`src/rtl/pong_input_pkg.sv`:
```
// rtl/pong_input_pkg.sv - shared constants for the pong button input stage
//
// Purpose: FSM state encoding for the per-key debouncer, the default
// debounce length for a 50 MHz clock, and the paddle bit indices.
// Ports: none (package).

package pong_input_pkg;

  localparam logic [1:0] ST_RELEASED     = 2'd0;
  localparam logic [1:0] ST_PRESS_WAIT   = 2'd1;
  localparam logic [1:0] ST_PRESSED      = 2'd2;
  localparam logic [1:0] ST_RELEASE_WAIT = 2'd3;

  // 10 ms at 50 MHz
  localparam int DEBOUNCE_CYCLES_50MHZ = 500000;

  localparam int KEY_UP   = 1;
  localparam int KEY_DOWN = 0;

endpackage

```
`src/rtl/button_debounce_channel.sv`:
```
// rtl/button_debounce_channel.sv - synchroniser, counter and FSM for one key
//
// Purpose: synchronise one raw active-low key, accept a level change only
// after DEBOUNCE_CYCLES consecutive stable samples, and pulse on press.
// Ports:
//   clock       in   system clock
//   reset       in   asynchronous active-low reset
//   key_n       in   raw key level, active-low, asynchronous
//   level_n     out  debounced level, active-low, registered
//   press_pulse out  one-cycle pulse on released->pressed, registered

module button_debounce_channel
  import pong_input_pkg::*;
#(
  parameter int SYNC_STAGES     = 2,
  parameter int DEBOUNCE_CYCLES = DEBOUNCE_CYCLES_50MHZ
) (
  input  logic clock,
  input  logic reset,
  input  logic key_n,
  output logic level_n,
  output logic press_pulse
);

  localparam int CW = $clog2(DEBOUNCE_CYCLES + 1);
  localparam logic [CW-1:0] CNT_MAX = CW'(DEBOUNCE_CYCLES);

  logic [SYNC_STAGES-1:0] sync;
  logic                   s;
  logic [1:0]             state;
  logic [CW-1:0]          cnt;

  // Plain flop chain; reset to 1 so a reset looks like "released".
  always_ff @(posedge clock or negedge reset) begin
    if (!reset) begin
      sync <= '1;
    end else begin
      sync <= {sync[SYNC_STAGES-2:0], key_n};
    end
  end

  assign s = sync[SYNC_STAGES-1];

  // cnt holds the number of consecutive stable samples seen in a WAIT state;
  // the FSM leaves the WAIT state when it reaches CNT_MAX, so it never wraps.
  always_ff @(posedge clock or negedge reset) begin
    if (!reset) begin
      state       <= ST_RELEASED;
      cnt         <= '0;
      level_n     <= 1'b1;
      press_pulse <= 1'b0;
    end else begin
      press_pulse <= 1'b0;
      case (state)
        ST_RELEASED: begin
          if (!s) begin
            state <= ST_PRESS_WAIT;
            cnt   <= CW'(1);
          end
        end
        ST_PRESS_WAIT: begin
          if (s) begin
            state <= ST_RELEASED;
            cnt   <= '0;
          end else if (cnt == CNT_MAX) begin
            state       <= ST_PRESSED;
            cnt         <= '0;
            level_n     <= 1'b0;
            press_pulse <= 1'b1;
          end else begin
            cnt <= cnt + CW'(1);
          end
        end
        ST_PRESSED: begin
          if (s) begin
            state <= ST_RELEASE_WAIT;
            cnt   <= CW'(1);
          end
        end
        ST_RELEASE_WAIT: begin
          if (!s) begin
            state <= ST_PRESSED;
            cnt   <= '0;
          end else if (cnt == CNT_MAX) begin
            state   <= ST_RELEASED;
            cnt     <= '0;
            level_n <= 1'b1;
          end else begin
            cnt <= cnt + CW'(1);
          end
        end
        default: begin
          state <= ST_RELEASED;
          cnt   <= '0;
        end
      endcase
    end
  end

endmodule

```
`src/rtl/button_conditioner.sv`:
```
// rtl/button_conditioner.sv - debounced active-low button inputs for the paddle mover
//
// Purpose: one debounce channel per key; button drives the paddle mover
// (bit 1 = up, bit 0 = down), pressed gives a one-cycle press pulse.
// Optional macro BUTTON_CONFLICT_MASK_EN: when up and down are both pressed,
// button[1:0] reads 2'b11, through one extra register stage on bits [1:0].
// Ports:
//   clock    in   system clock, 50 MHz
//   reset    in   asynchronous active-low reset
//   key_n    in   raw key levels [NUM_KEYS], active-low, asynchronous
//   button   out  debounced levels [NUM_KEYS], active-low
//   pressed  out  press pulses [NUM_KEYS]

module button_conditioner
  import pong_input_pkg::*;
#(
  parameter int NUM_KEYS        = 2,
  parameter int SYNC_STAGES     = 2,
  parameter int DEBOUNCE_CYCLES = DEBOUNCE_CYCLES_50MHZ
) (
  input  logic                clock,
  input  logic                reset,
  input  logic [NUM_KEYS-1:0] key_n,
  output logic [NUM_KEYS-1:0] button,
  output logic [NUM_KEYS-1:0] pressed
);

  logic [NUM_KEYS-1:0] level_n;

  for (genvar g = 0; g < NUM_KEYS; g++) begin : g_ch
    button_debounce_channel #(
      .SYNC_STAGES     (SYNC_STAGES),
      .DEBOUNCE_CYCLES (DEBOUNCE_CYCLES)
    ) u_ch (
      .clock       (clock),
      .reset       (reset),
      .key_n       (key_n[g]),
      .level_n     (level_n[g]),
      .press_pulse (pressed[g])
    );
  end

`ifdef BUTTON_CONFLICT_MASK_EN
  logic [1:0] paddle_q;

  // Up and down together means "no movement" for the paddle.
  always_ff @(posedge clock or negedge reset) begin
    if (!reset) begin
      paddle_q <= 2'b11;
    end else if (!level_n[KEY_UP] && !level_n[KEY_DOWN]) begin
      paddle_q <= 2'b11;
    end else begin
      paddle_q <= level_n[1:0];
    end
  end

  assign button[1:0] = paddle_q;

  if (NUM_KEYS > 2) begin : g_upper
    assign button[NUM_KEYS-1:2] = level_n[NUM_KEYS-1:2];
  end
`else
  assign button = level_n;
`endif

endmodule
```
`config.mk`:
```
export PLATFORM = sky130hd
export DESIGN_NAME = button_conditioner
export DESIGN_NICKNAME = d
export VERILOG_FILES = /design/src/rtl/pong_input_pkg.sv /design/src/rtl/button_debounce_channel.sv /design/src/rtl/button_conditioner.sv
export SDC_FILE = /design/constraint.sdc
export NUM_CORES = 1
export LEC_CHECK = 0
export BUFFER_PORTS_ARGS = -buffer_cell sky130_fd_sc_hd__buf_2
export CAP_MARGIN = 20
export CORE_ASPECT_RATIO = 0.9
export CORE_MARGIN = 2
export CORE_UTILIZATION = 30
export CTS_CLUSTER_DIAMETER = 100
export DETAILED_ROUTE_END_ITERATION = 8
export GPL_ROUTABILITY_DRIVEN = 0
export REMOVE_ABC_BUFFERS = 1
export SLEW_MARGIN = 10
export SYNTH_ARGS = -nofsm -noshare
export SYNTH_HDL_FRONTEND = slang
export SYNTH_SLANG_ARGS = --single-unit
```
`constraint.sdc`:
```
create_clock -name clock -period 2.5 [get_ports clock]
set_clock_uncertainty 0.2 [all_clocks]
set_input_delay 0.125 -clock clock [delete_from_list [all_inputs] [get_ports clock]]
set_output_delay 0.125 -clock clock [all_outputs]
set_load 0.02 [all_outputs]
```
==> flow_summary_export.csv, run 1 <==
group,metric,value,unit
outcome,status,"complete, no violations",
logic_synthesis,ys_seq_elements,50,
logic_synthesis,async_flop_share,1.00,
critical_path,path_class,"reg2reg",
global_routing,grt_max_degree,51,
min_path,holdPathEnd,"g_ch[1].u_ch.sync[1]$_DFF_PN1_",
drt,ant_nets,0,
clock_tree,clkTransAtPathRegs,0.09,ns
critical_path,required,2.48,ns
logic_synthesis,synth_edf_count,0,
logic_synthesis,dominantRegCellSynth,"dfrtp_1",
logic_synthesis,syn_area,2670,µm²
power,p_int,0.00106,W
layout,post-route-util,0.342,
clock_tree,clkLatencyLatePin,0.31,ns
logic_synthesis,ys_seq_area_frac,0.471,
floorplan,initial_utilization,0.311,
critical_path,crit_cells,6,
layout,layout-drive-gt1-share,0.113,
critical_path,reg2reg_from,"g_ch[0].u_ch.cnt[11]$_DFFE_PN0P_",
logic_synthesis,synth-adder-area-share,0.0187,
place,dp_hpwl,3860,µm
floorplan,core-area,8610,µm²
drt,drt-initial-drc-count,215,
floorplan,die_y,93.6,µm
power,seqPwrFrac,0.596,
logic_synthesis,synthSimpleGateAreaFrac,0.291,
layout,diodes,0,
critical_path,worst-path-max-fanout,14,
layout,area_growth,9.97,%
floorplan,ios,8,
critical_path,max_stage_delay,0.56,ns
floorplan,fp-row-count,32,
global_routing,antenna_found_initial,0,
drt,drcViolationCount,0,
critical_path,crit_buf_inv,1,
critical_path,cpMaxStageDelayCell,"or4_1",
critical_path,crit_chain,"or4_1, nor3_2, a21oi_2, buf_4, a41oi_1, a21oi_1",
drt,via_per_inst,5.22,
power,power.leakage,1.18,nW
logic_synthesis,synth_cells,298,
critical_path,cp-end-kind,"flop",
place,portBuffers,7,
clock_tree,cts_root_buf,"clkbuf_8",
power,vdd_ir_drop_max,0.407,mV
sta,fmax,0.454,GHz
critical_path,path_delay_family,"simple AND/OR/NAND/NOR gates",
drt,wirelength,5570,µm
power,cellPowerDensity,482,nW/µm²
global_routing,grt_overflow,0,
sta,report.final.setup_viol,0,
logic_synthesis,synth.distinct_cells,47,
sta,layout_setup_ws,0.296,ns
floorplan,chipWidth,104,µm
power,clock_power_share,0.329,
place,dp_slack,0.343,ns
drt,firstDrtPassIters,4,
critical_path,worstRegToRegCells,6,
logic_synthesis,synth_mux_area_frac,0.00749,
clock_tree,cts.sinks,50,
sta,worstMarginPinSlew,0.944,ns
logic_synthesis,synth_top_cell_area_share,0.412,
critical_path,r2r_setup_slack,0.30,ns
logic_synthesis,synth_xor_area_frac,0.0159,
logic_synthesis,synth_top_family_by_area,"simple AND/OR/NAND/NOR gates",
power,switchingPower,0.000358,W
sta,finalCriticalPeriod,2.20,ns
logic_synthesis,synth_area_leader_cell,"dfrtp_1",
global_routing,grt_usage,0.122,
logic_synthesis,yosysWarnings,0,
critical_path,reg2reg_to,"g_ch[0].u_ch.cnt[4]$_DFFE_PN0P_",
global_routing,grt_pass1_vias,2073,
min_path,min_path_type,"reg2reg",
sta,slew-limit-headroom,0.368,
sta,hold_viol_final,0,
flow_run,max_cap_violations,0,
drt,dr_total_vias,2233,
sta,fin_crit_sh,0.882,
power,p_sw_frac,0.252,
min_path,hold_path_startpoint,"g_ch[1].u_ch.sync[0]$_DFF_PN1_",
critical_path,start_kind,"flop",
sta,rsz0062_at_grt,"no",
layout,n_fill_cell,889,
logic_synthesis,synth_most_common_cell,"dfrtp_1",
clock_tree,ctsHtreeMaxLevel,2,
logic_synthesis,ys_top_cells_by_area,"dfrtp_1, nand3_1, dfstp_2",
layout,layoutNonFillerInstCount,428,
place,place_inst,417,
min_path,hold_depth,0,
logic_synthesis,synthTopCellsByCount,"dfrtp_1, nand2_1, nand3_1",
sta,maxSlewViolCount,0,
clock_tree,tritoncts,"yes",
critical_path,cp.arrival,2.18,ns
power,pwr-share-comb,0.075,
floorplan,die_area,9680,µm²
power,power.total,0.00142,W
logic_synthesis,syn_area_per_cell,8.97,µm²
global_routing,grt_pass1_wl,9760,µm
clock_tree,cts_buffers,5,
logic_synthesis,synth_compound_area_frac,0.149,
layout,nets,316,
drt,wire_per_inst,13.0,µm
sta,fin_tns_setup,0,ns
clock_tree,cts_max_path_buffers,2,
==> logic make-up (layout without fill, tap and decap cells) <==
group,count (synthesis),in the layout
AOI/OAI and AO/OA,65,65
xor gates and xnor gates,4,4
adders and majority gates,4,4
buffers and inverters,26,37
DFF,50,50
muxes,2,2
and+or+nand+nor,147,147
==> metal layers <==
| metal | wire length, µm | GRT usage | vias to the layer above |
|---|---|---|---|
| met1 | 2870 | 0.168 | 1087 |
| met5 | 0 | 0 | - |
| li1 | - | - | 1105 |
| met4 | 74 | 0.0462 | 0 |
| met2 | 2480 | 0.194 | 36 |
| met3 | 152 | 0.0188 | 5 |
==> cells in the final DEF (no fill, tap or decap), types with 2 or more instances in the layout <==
cell type	Yosys	layout
a21o_1	3	3
and4_1	2	2
xor2_1	2	2
or3_1	8	8
o311ai_1	2	2
nand2_1	41	41
ha_1	4	4
nor3b_1	3	3
o21a_1	2	2
nand4b_1	4	4
a41oi_1	3	3
or2_2	2	2
nor3_1	6	6
o21ai_0	20	20
and3_1	5	5
nand4_1	8	8
buf_4	4	7
a31oi_1	8	8
or4_1	5	5
a21oi_1	17	17
o211ai_1	3	3
clkbuf_8	0	5
dfstp_2	6	6
nor2_1	12	12
nor4_1	2	2
o31ai_1	2	2
a22o_1	2	2
dlygate4sd3_1	0	3
inv_1	12	12
buf_2	6	7
dfrtp_1	44	44
o311ai_0	2	2
mux2i_1	2	2
nand3_1	35	35
and2_1	5	5
clkinv_2	0	2
==> through the flow <==
step,hold WS [ns],instance area (µm²)
after floorplan,-0.371,2590
after global placement,0.0314,2830
after detailed placement,0.0314,2830
after CTS,0.165,2940
after global routing,0.168,2940
final,0.162,2940
==> registers in the layout (all words and copies together), names as in the netlist, named ones only <==
signal / cells
g_ch.u_ch.state: 2
g_ch.u_ch.level_n: 2
g_ch.u_ch.press_pulse: 2
g_ch.u_ch.sync: 4
g_ch.u_ch.cnt: 38
==> final cells by class <==
class                   count  area (µm²)  area share
well taps                 119         149      0.0506
inverters                  12        45.0      0.0153
clock inverters             2        10.0     0.00340
flip-flops and latches     50        1260       0.428
clock buffers               6        72.6      0.0247
multi-input cells         222        1290       0.438
repair buffers             17         118      0.0400
==> how the worst max path moves through the flow <==
stage	start	slack (ns)	end
floorplan	g_ch[0].u_ch.sync[1]$_DFF_PN1_	0.39	g_ch[0].u_ch.cnt[11]$_DFFE_PN0P_
global placement	g_ch[0].u_ch.cnt[11]$_DFFE_PN0P_	0.39	g_ch[0].u_ch.cnt[4]$_DFFE_PN0P_
detailed placement	g_ch[0].u_ch.cnt[11]$_DFFE_PN0P_	0.34	g_ch[0].u_ch.cnt[4]$_DFFE_PN0P_
CTS	g_ch[0].u_ch.cnt[11]$_DFFE_PN0P_	0.32	g_ch[0].u_ch.cnt[4]$_DFFE_PN0P_
global route	flop	0.12	g_ch[0].u_ch.cnt[5]$_DFFE_PN0P_
finish	g_ch[0].u_ch.cnt[11]$_DFFE_PN0P_	0.30	g_ch[0].u_ch.cnt[4]$_DFFE_PN0P_
==> power groups by stage <==
stage	registers, W	logic [W]	clock network, W
floorplan	0.000856	0.0000581	0
global placement	0.000859	0.000105	0
detailed placement	0.000860	0.000105	0
CTS	0.000844	0.000108	0.000485
global route	0.000849	0.000122	0.000517
finish	0.000844	0.000106	0.000466
==> timing repair <==
action                    CTS  global route
setup buffers               0             0
hold buffers                3             0
gates resized for setup     0             0
hold endpoints to repair   46             0
==> worst register-to-register path: stages (launching register included) <==
cell	delay, ns
dfrtp_1	0.45
or4_1	0.57
nor3_2	0.20
a21oi_2	0.20
buf_4	0.21
a41oi_1	0.19
a21oi_1	0.06
(Power assumes the default switching activity.)
==> run 2: changes to the inputs <==
==> constraint.sdc (replaced) <==
create_clock -name clock -period 2.19 [get_ports clock]
set_clock_uncertainty 0.2 [all_clocks]
set_input_delay 0.1095 -clock clock [delete_from_list [all_inputs] [get_ports clock]]
set_output_delay 0.1095 -clock clock [all_outputs]
set_load 0.02 [all_outputs]
==> run 2 against run 1 <==
  * Maximum frequency is 5.2% higher
  * Global-route usage increased by 0.43 points
  * Sequential power grew 14%
  * Wire length grew 5.9%
  * Flip-flop and latch count unchanged
  * Via count increased by 2.6%
  * Non-clock buffer count rose by 11
  * Worst hold slack lost 0.055 ns
  * Critical path depth unchanged
  * Final cell count up 2.6%
  * Clock power grew 47%
==> flow_summary_export.csv, run 2 (same netlist as run 1, synthesis figures left out) <==
group,metric,value,unit
floorplan,initial_utilization,0.311,
global_routing,antenna_found_initial,0,
power,p_int,0.00134,W
sta,fmax,0.477,GHz
floorplan,core-area,8610,µm²
critical_path,crit_buf_inv,1,
layout,nets,327,
place,dp_hpwl,4140,µm
global_routing,grt_pass1_vias,2021,
critical_path,cp-end-kind,"flop",
sta,fin_crit_sh,0.957,
drt,dr_total_vias,2291,
flow_run,max_cap_violations,0,
clock_tree,cts.sinks,50,
layout,area_growth,15.3,%
critical_path,path_delay_family,"simple AND/OR/NAND/NOR gates",
layout,top_register,"g_ch.u_ch.cnt",
clock_tree,clkTransAtPathRegs,0.10,ns
clock_tree,cts_buffers,5,
outcome,status,"complete, no violations",
power,clock_power_share,0.385,
layout,layout_common_cells,"dfrtp_1, nand2_1, nand3_1, o21ai_0, buf_4",
sta,finalCriticalPeriod,2.10,ns
drt,drcViolationCount,0,
critical_path,start_kind,"flop",
min_path,min_path_type,"in2async",
drt,ant_nets,0,
drt,wirelength,5900,µm
critical_path,worst-path-max-fanout,9,
clock_tree,clkLatencyLatePin,0.31,ns
power,cellPowerDensity,576,nW/µm²
layout,largest_register_ff_count,38,
floorplan,die_area,9680,µm²
clock_tree,ctsHtreeMaxLevel,2,
place,place_inst,427,
floorplan,fp-row-count,32,
critical_path,r2r_setup_slack,0.09,ns
place,placed_area,2900,µm²
global_routing,grt_usage,0.126,
drt,via_per_inst,5.22,
power,vdd_ir_drop_max,0.314,mV
sta,worstMarginPinSlew,0.946,ns
drt,drt-initial-drc-count,184,
global_routing,grt_pass1_wl,10100,µm
sta,maxSlewViolCount,0,
sta,hold_viol_final,0,
layout,diodes,0,
critical_path,cpMaxStageDelayCell,"or4_4",
floorplan,chipWidth,104,µm
power,seqPwrFrac,0.542,
floorplan,ios,8,
sta,rsz0062_at_grt,"yes",
critical_path,crit_chain,"or4_4, nor3_4, a21oi_4, buf_4, a41oi_1, a21oi_1",
layout,final_common_cell,"dfrtp_1",
critical_path,path_class,"reg2reg",
power,pwr-share-comb,0.073,
clock_tree,tritoncts,"yes",
critical_path,max_stage_delay,0.55,ns
sta,report.final.setup_viol,0,
clock_tree,cts_root_buf,"clkbuf_8",
critical_path,required,2.18,ns
global_routing,grt_overflow,0,
clock_tree,cts_max_path_buffers,2,
layout,fin_area,3080,µm²
drt,firstDrtPassIters,5,
power,p_sw_frac,0.247,
layout,layout-drive-gt1-share,0.159,
layout,top_regs,"g_ch.u_ch.cnt x38, g_ch.u_ch.sync x4",
power,power.leakage,1.25,nW
place,portBuffers,7,
power,switchingPower,0.000440,W
sta,slew-limit-headroom,0.367,
global_routing,grt_max_degree,24,
critical_path,cp.arrival,2.08,ns
floorplan,die_y,93.6,µm
drt,wire_per_inst,13.4,µm
layout,layoutNonFillerInstCount,439,
-- run 2: final timing paths --
path | to | depth (start not counted) | startpoint
min in group clock | g_ch[1].u_ch.sync[1]$_DFF_PN1_ | 0 | g_ch[1].u_ch.sync[0]$_DFF_PN1_
max in group asynchronous | g_ch[0].u_ch.level_n$_DFFE_PN1P_ | 3 | reset
max | g_ch[0].u_ch.cnt[4]$_DFFE_PN0P_ | 6 | g_ch[0].u_ch.cnt[11]$_DFFE_PN0P_
min | g_ch[1].u_ch.cnt[3]$_DFFE_PN0P_ | 2 | reset
max reg2reg | g_ch[0].u_ch.cnt[4]$_DFFE_PN0P_ | 6 | g_ch[0].u_ch.cnt[11]$_DFFE_PN0P_
min reg2reg | g_ch[1].u_ch.sync[1]$_DFF_PN1_ | 0 | g_ch[1].u_ch.sync[0]$_DFF_PN1_
-- run 2: area by class of cell --
cell class,count,area [µm²]
clock inverter,3,47.5
clock buffer,5,68.8
inverter,12,45.0
sequential,50,1260
tap,119,149
multi-input combinational,222,1310
timing repair buffer,28,200
fill,876,5520
-- run 2: what timing repair did --
| action | CTS | global route |
|---|---|---|
| hold buffers | 3 | 0 |
| setup buffers | 0 | 1 |
| endpoints found under the setup margin | 0 | 10 |
| hold endpoints to repair | 23 | 0 |
| resized for setup | 0 | 7 |
-- run 2: metrics by stage --
step	setup slack, ns	utilization	hold WS (ns)	setup TNS [ns]	total power [W]
6_report	0.0949	0.358	0.107	0	0.00178
5_1_grt	-0.0277	0.358	0.167	-0.0277	0.00184
4_1_cts	0.0480	0.354	0.114	0	0.00180
3_5_place_dp	0.0880	0.337	-0.0780	0	0.00111
3_3_place_gp	0.0964	0.337	-0.0788	0	0.00110
2_1_floorplan	0.0762	-	-0.386	0	0.00104
-- run 2: power groups by stage --
stage / registers [W] / logic [W] / clock network (W)
finish: 0.000963 / 0.000130 / 0.000684
global route: 0.000967 / 0.000147 / 0.000723
CTS: 0.000964 / 0.000130 / 0.000702
detailed placement: 0.000981 / 0.000126 / 0
global placement: 0.000981 / 0.000123 / 0
floorplan: 0.000977 / 0.0000663 / 0
-- run 2: routing by layer --
| layer | GRT usage | wire length [µm] |
|---|---|---|
| met2 | 0.198 | 2560 |
| met3 | 0.0153 | 218 |
| met5 | 0 | 0 |
| met4 | 0.0428 | 68 |
| met1 | 0.181 | 3060 |
==> run 3: changes to the inputs <==
--- a/config.mk
+++ b/config.mk
@@ -9,7 +9,7 @@
 export CAP_MARGIN = 20
 export CORE_ASPECT_RATIO = 0.9
 export CORE_MARGIN = 2
-export CORE_UTILIZATION = 30
+export CORE_UTILIZATION = 35
 export CTS_CLUSTER_DIAMETER = 100
 export DETAILED_ROUTE_END_ITERATION = 8
 export GPL_ROUTABILITY_DRIVEN = 0
@@ -18,3 +18,4 @@
 export SYNTH_ARGS = -nofsm -noshare
 export SYNTH_HDL_FRONTEND = slang
 export SYNTH_SLANG_ARGS = --single-unit
+export TNS_END_PERCENT = 30
==> run 3 against run 2 <==
  * Final cell count decreased by 5.0%
  * Power decreased by 5.2%
  * Core utilization grew 4.8 points
  * Cell area fell by 1.5%
  * Register-to-register slack hardly changed
  * Sequential share of layout area rose by 0.60 points
  * First-iteration DRC count down 3.8%
  * Combinational power up 7%
  * Maximum frequency rose by 0.65%
  * Critical path depth is 1 lower
  * Largest cell class unchanged
==> flow_summary_export.csv, run 3 (same netlist as run 1, synthesis figures left out) <==
group,metric,value,unit
layout,post-route-util,0.407,
clock_tree,clkTransAtPathRegs,0.10,ns
sta,slew-limit-headroom,0.427,
clock_tree,cts_buffers,5,
sta,maxSlewViolCount,0,
clock_tree,tritoncts,"yes",
critical_path,path_class,"reg2reg",
critical_path,cp.arrival,2.08,ns
global_routing,grt_overflow,0,
critical_path,cp-end-kind,"flop",
layout,layout-drive-gt1-share,0.159,
sta,hold_viol_final,0,
min_path,min_path_type,"in2async",
flow_run,max_cap_violations,0,
sta,fin_tns_setup,0,ns
outcome,status,"complete, no violations",
drt,drcViolationCount,0,
drt,ant_nets,0,
sta,report.final.setup_viol,0,
drt,wire_per_inst,13.9,µm
power,cellPowerDensity,555,nW/µm²
power,power.total,0.00168,W
power,seqPwrFrac,0.571,
place,portBuffers,7,
layout,nets,328,
critical_path,required,2.19,ns
layout,layout_common_cells,"dfrtp_1, nand2_1, nand3_1, o21ai_0, buf_4",
layout,top_regs,"g_ch.u_ch.cnt x38, g_ch.u_ch.sync x4",
floorplan,die_area,8360,µm²
floorplan,core-area,7470,µm²
global_routing,grt_usage,0.153,
critical_path,start_kind,"flop",
clock_tree,ctsHtreeMaxLevel,2,
sta,layout_setup_ws,0.108,ns
clock_tree,post_cts_buffers,0,
floorplan,die_y,86.9,µm
drt,firstDrtPassIters,4,
power,switchingPower,0.000447,W
global_routing,grt_max_degree,27,
power,pwr-share-comb,0.082,
clock_tree,clkLatencyLatePin,0.31,ns
layout,largest_register_ff_count,38,
power,vdd_ir_drop_max,0.314,mV
global_routing,grt_pass1_wl,10000,µm
global_routing,antenna_found_initial,0,
layout,area_growth,13.6,%
drt,wirelength,5810,µm
power,clock_power_share,0.347,
place,placed_area,2890,µm²
drt,via_per_inst,5.48,
layout,fin_area,3040,µm²
clock_tree,cts_root_buf,"clkbuf_8",
drt,drt-initial-drc-count,177,
place,dp_slack,-0.0174,ns
power,p_sw_frac,0.266,
floorplan,ios,8,
floorplan,fp-row-count,30,
drt,dr_total_vias,2285,
power,power.leakage,1.25,nW
power,p_int,0.00124,W
layout,top_register,"g_ch.u_ch.cnt",
layout,diodes,0,
place,dp_hpwl,4110,µm
sta,rsz0062_at_grt,"no",
floorplan,chipWidth,96.1,µm
clock_tree,cts_max_path_buffers,2,
sta,finalCriticalPeriod,2.08,ns
layout,final_common_cell,"dfrtp_1",
sta,fmax,0.480,GHz
sta,worstMarginPinSlew,0.857,ns
sta,fin_crit_sh,0.950,
floorplan,initial_utilization,0.358,
clock_tree,cts.sinks,50,
global_routing,grt_pass1_vias,2019,
critical_path,worst-path-max-fanout,22,
## run 3: changes by cell type in the layout (fill, tap and decap cells not counted)
cell       previous run  this run
buf_4                18        19
bufinv_16             1         0
dfrtp_1              43        44
dfrtp_2               1         0
inv_8                 0         1
nor2_1               11        10
nor2_2                1         3
nor2_4                1         0
or4_1                 4         5
or4_4                 1         0
## run 3: path summary, 6_finish.rpt
check / from / cells after the start / end / slack (ns)
setup reg to reg: g_ch[0].u_ch.cnt[10]$_DFFE_PN0P_ / 5 / g_ch[0].u_ch.cnt[12]$_DFFE_PN0P_ / 0.11
hold / removal: reset / 2 / async pin / 0.13
max in group asynchronous: reset / 3 / g_ch[0].u_ch.cnt[7]$_DFFE_PN0P_ / 1.03
setup / recovery: g_ch[0].u_ch.cnt[10]$_DFFE_PN0P_ / 5 / g_ch[0].u_ch.cnt[12]$_DFFE_PN0P_ / 0.11
hold reg to reg: g_ch[0].u_ch.sync[0]$_DFF_PN1_ / 0 / g_ch[0].u_ch.sync[1]$_DFF_PN1_ / 0.16
min in group clock: g_ch[0].u_ch.sync[0]$_DFF_PN1_ / 0 / g_ch[0].u_ch.sync[1]$_DFF_PN1_ / 0.16
## run 3: critical path: stages, from the launching register on
cell and delay, ns:
dfrtp_1 0.44, or4_1 0.54, nor3_4 0.21, a21oi_4 0.20, a21o_1 0.21, a22o_1 0.17
## run 3: power by group through the flow
stage          sequential, W  combinational [W]  clock (W)
2_1_floorplan       0.000977          0.0000663          0
3_3_place_gp        0.000978           0.000134          0
3_5_place_dp        0.000979           0.000135          0
4_1_cts             0.000961           0.000141   0.000607
5_1_grt             0.000965           0.000159   0.000642
6_report            0.000961           0.000139   0.000585
## run 3: area by class of cell
type / instances / area (µm²)
tap: 96 / 120
fill: 710 / 4430
timing repair buffer: 29 / 208
multi-input combinational: 222 / 1310
inverter: 12 / 45.0
clock inverter: 3 / 28.8
sequential: 50 / 1260
clock buffer: 5 / 68.8
## run 3: metrics by stage
stage	cells	hold WS (ns)
floorplan	284	-0.386
global placement	406	-0.0567
detailed placement	406	-0.0493
CTS	417	0.142
global route	417	0.167
finish	417	0.128
## run 3: routing by layer
layer	GRT usage	vias up	share of wire
met5	0	-	0
met4	0.0494	0	0.011
met2	0.216	50	0.44
met3	0.0303	4	0.050
li1	-	1126	-
met1	0.233	1105	0.50
## run 3: repair_timing
action | CTS | global route
setup endpoints to repair | 4 | 14
hold buffers | 3 | 0
hold endpoints to repair | 26 | 0
resized for setup | 1 | 4
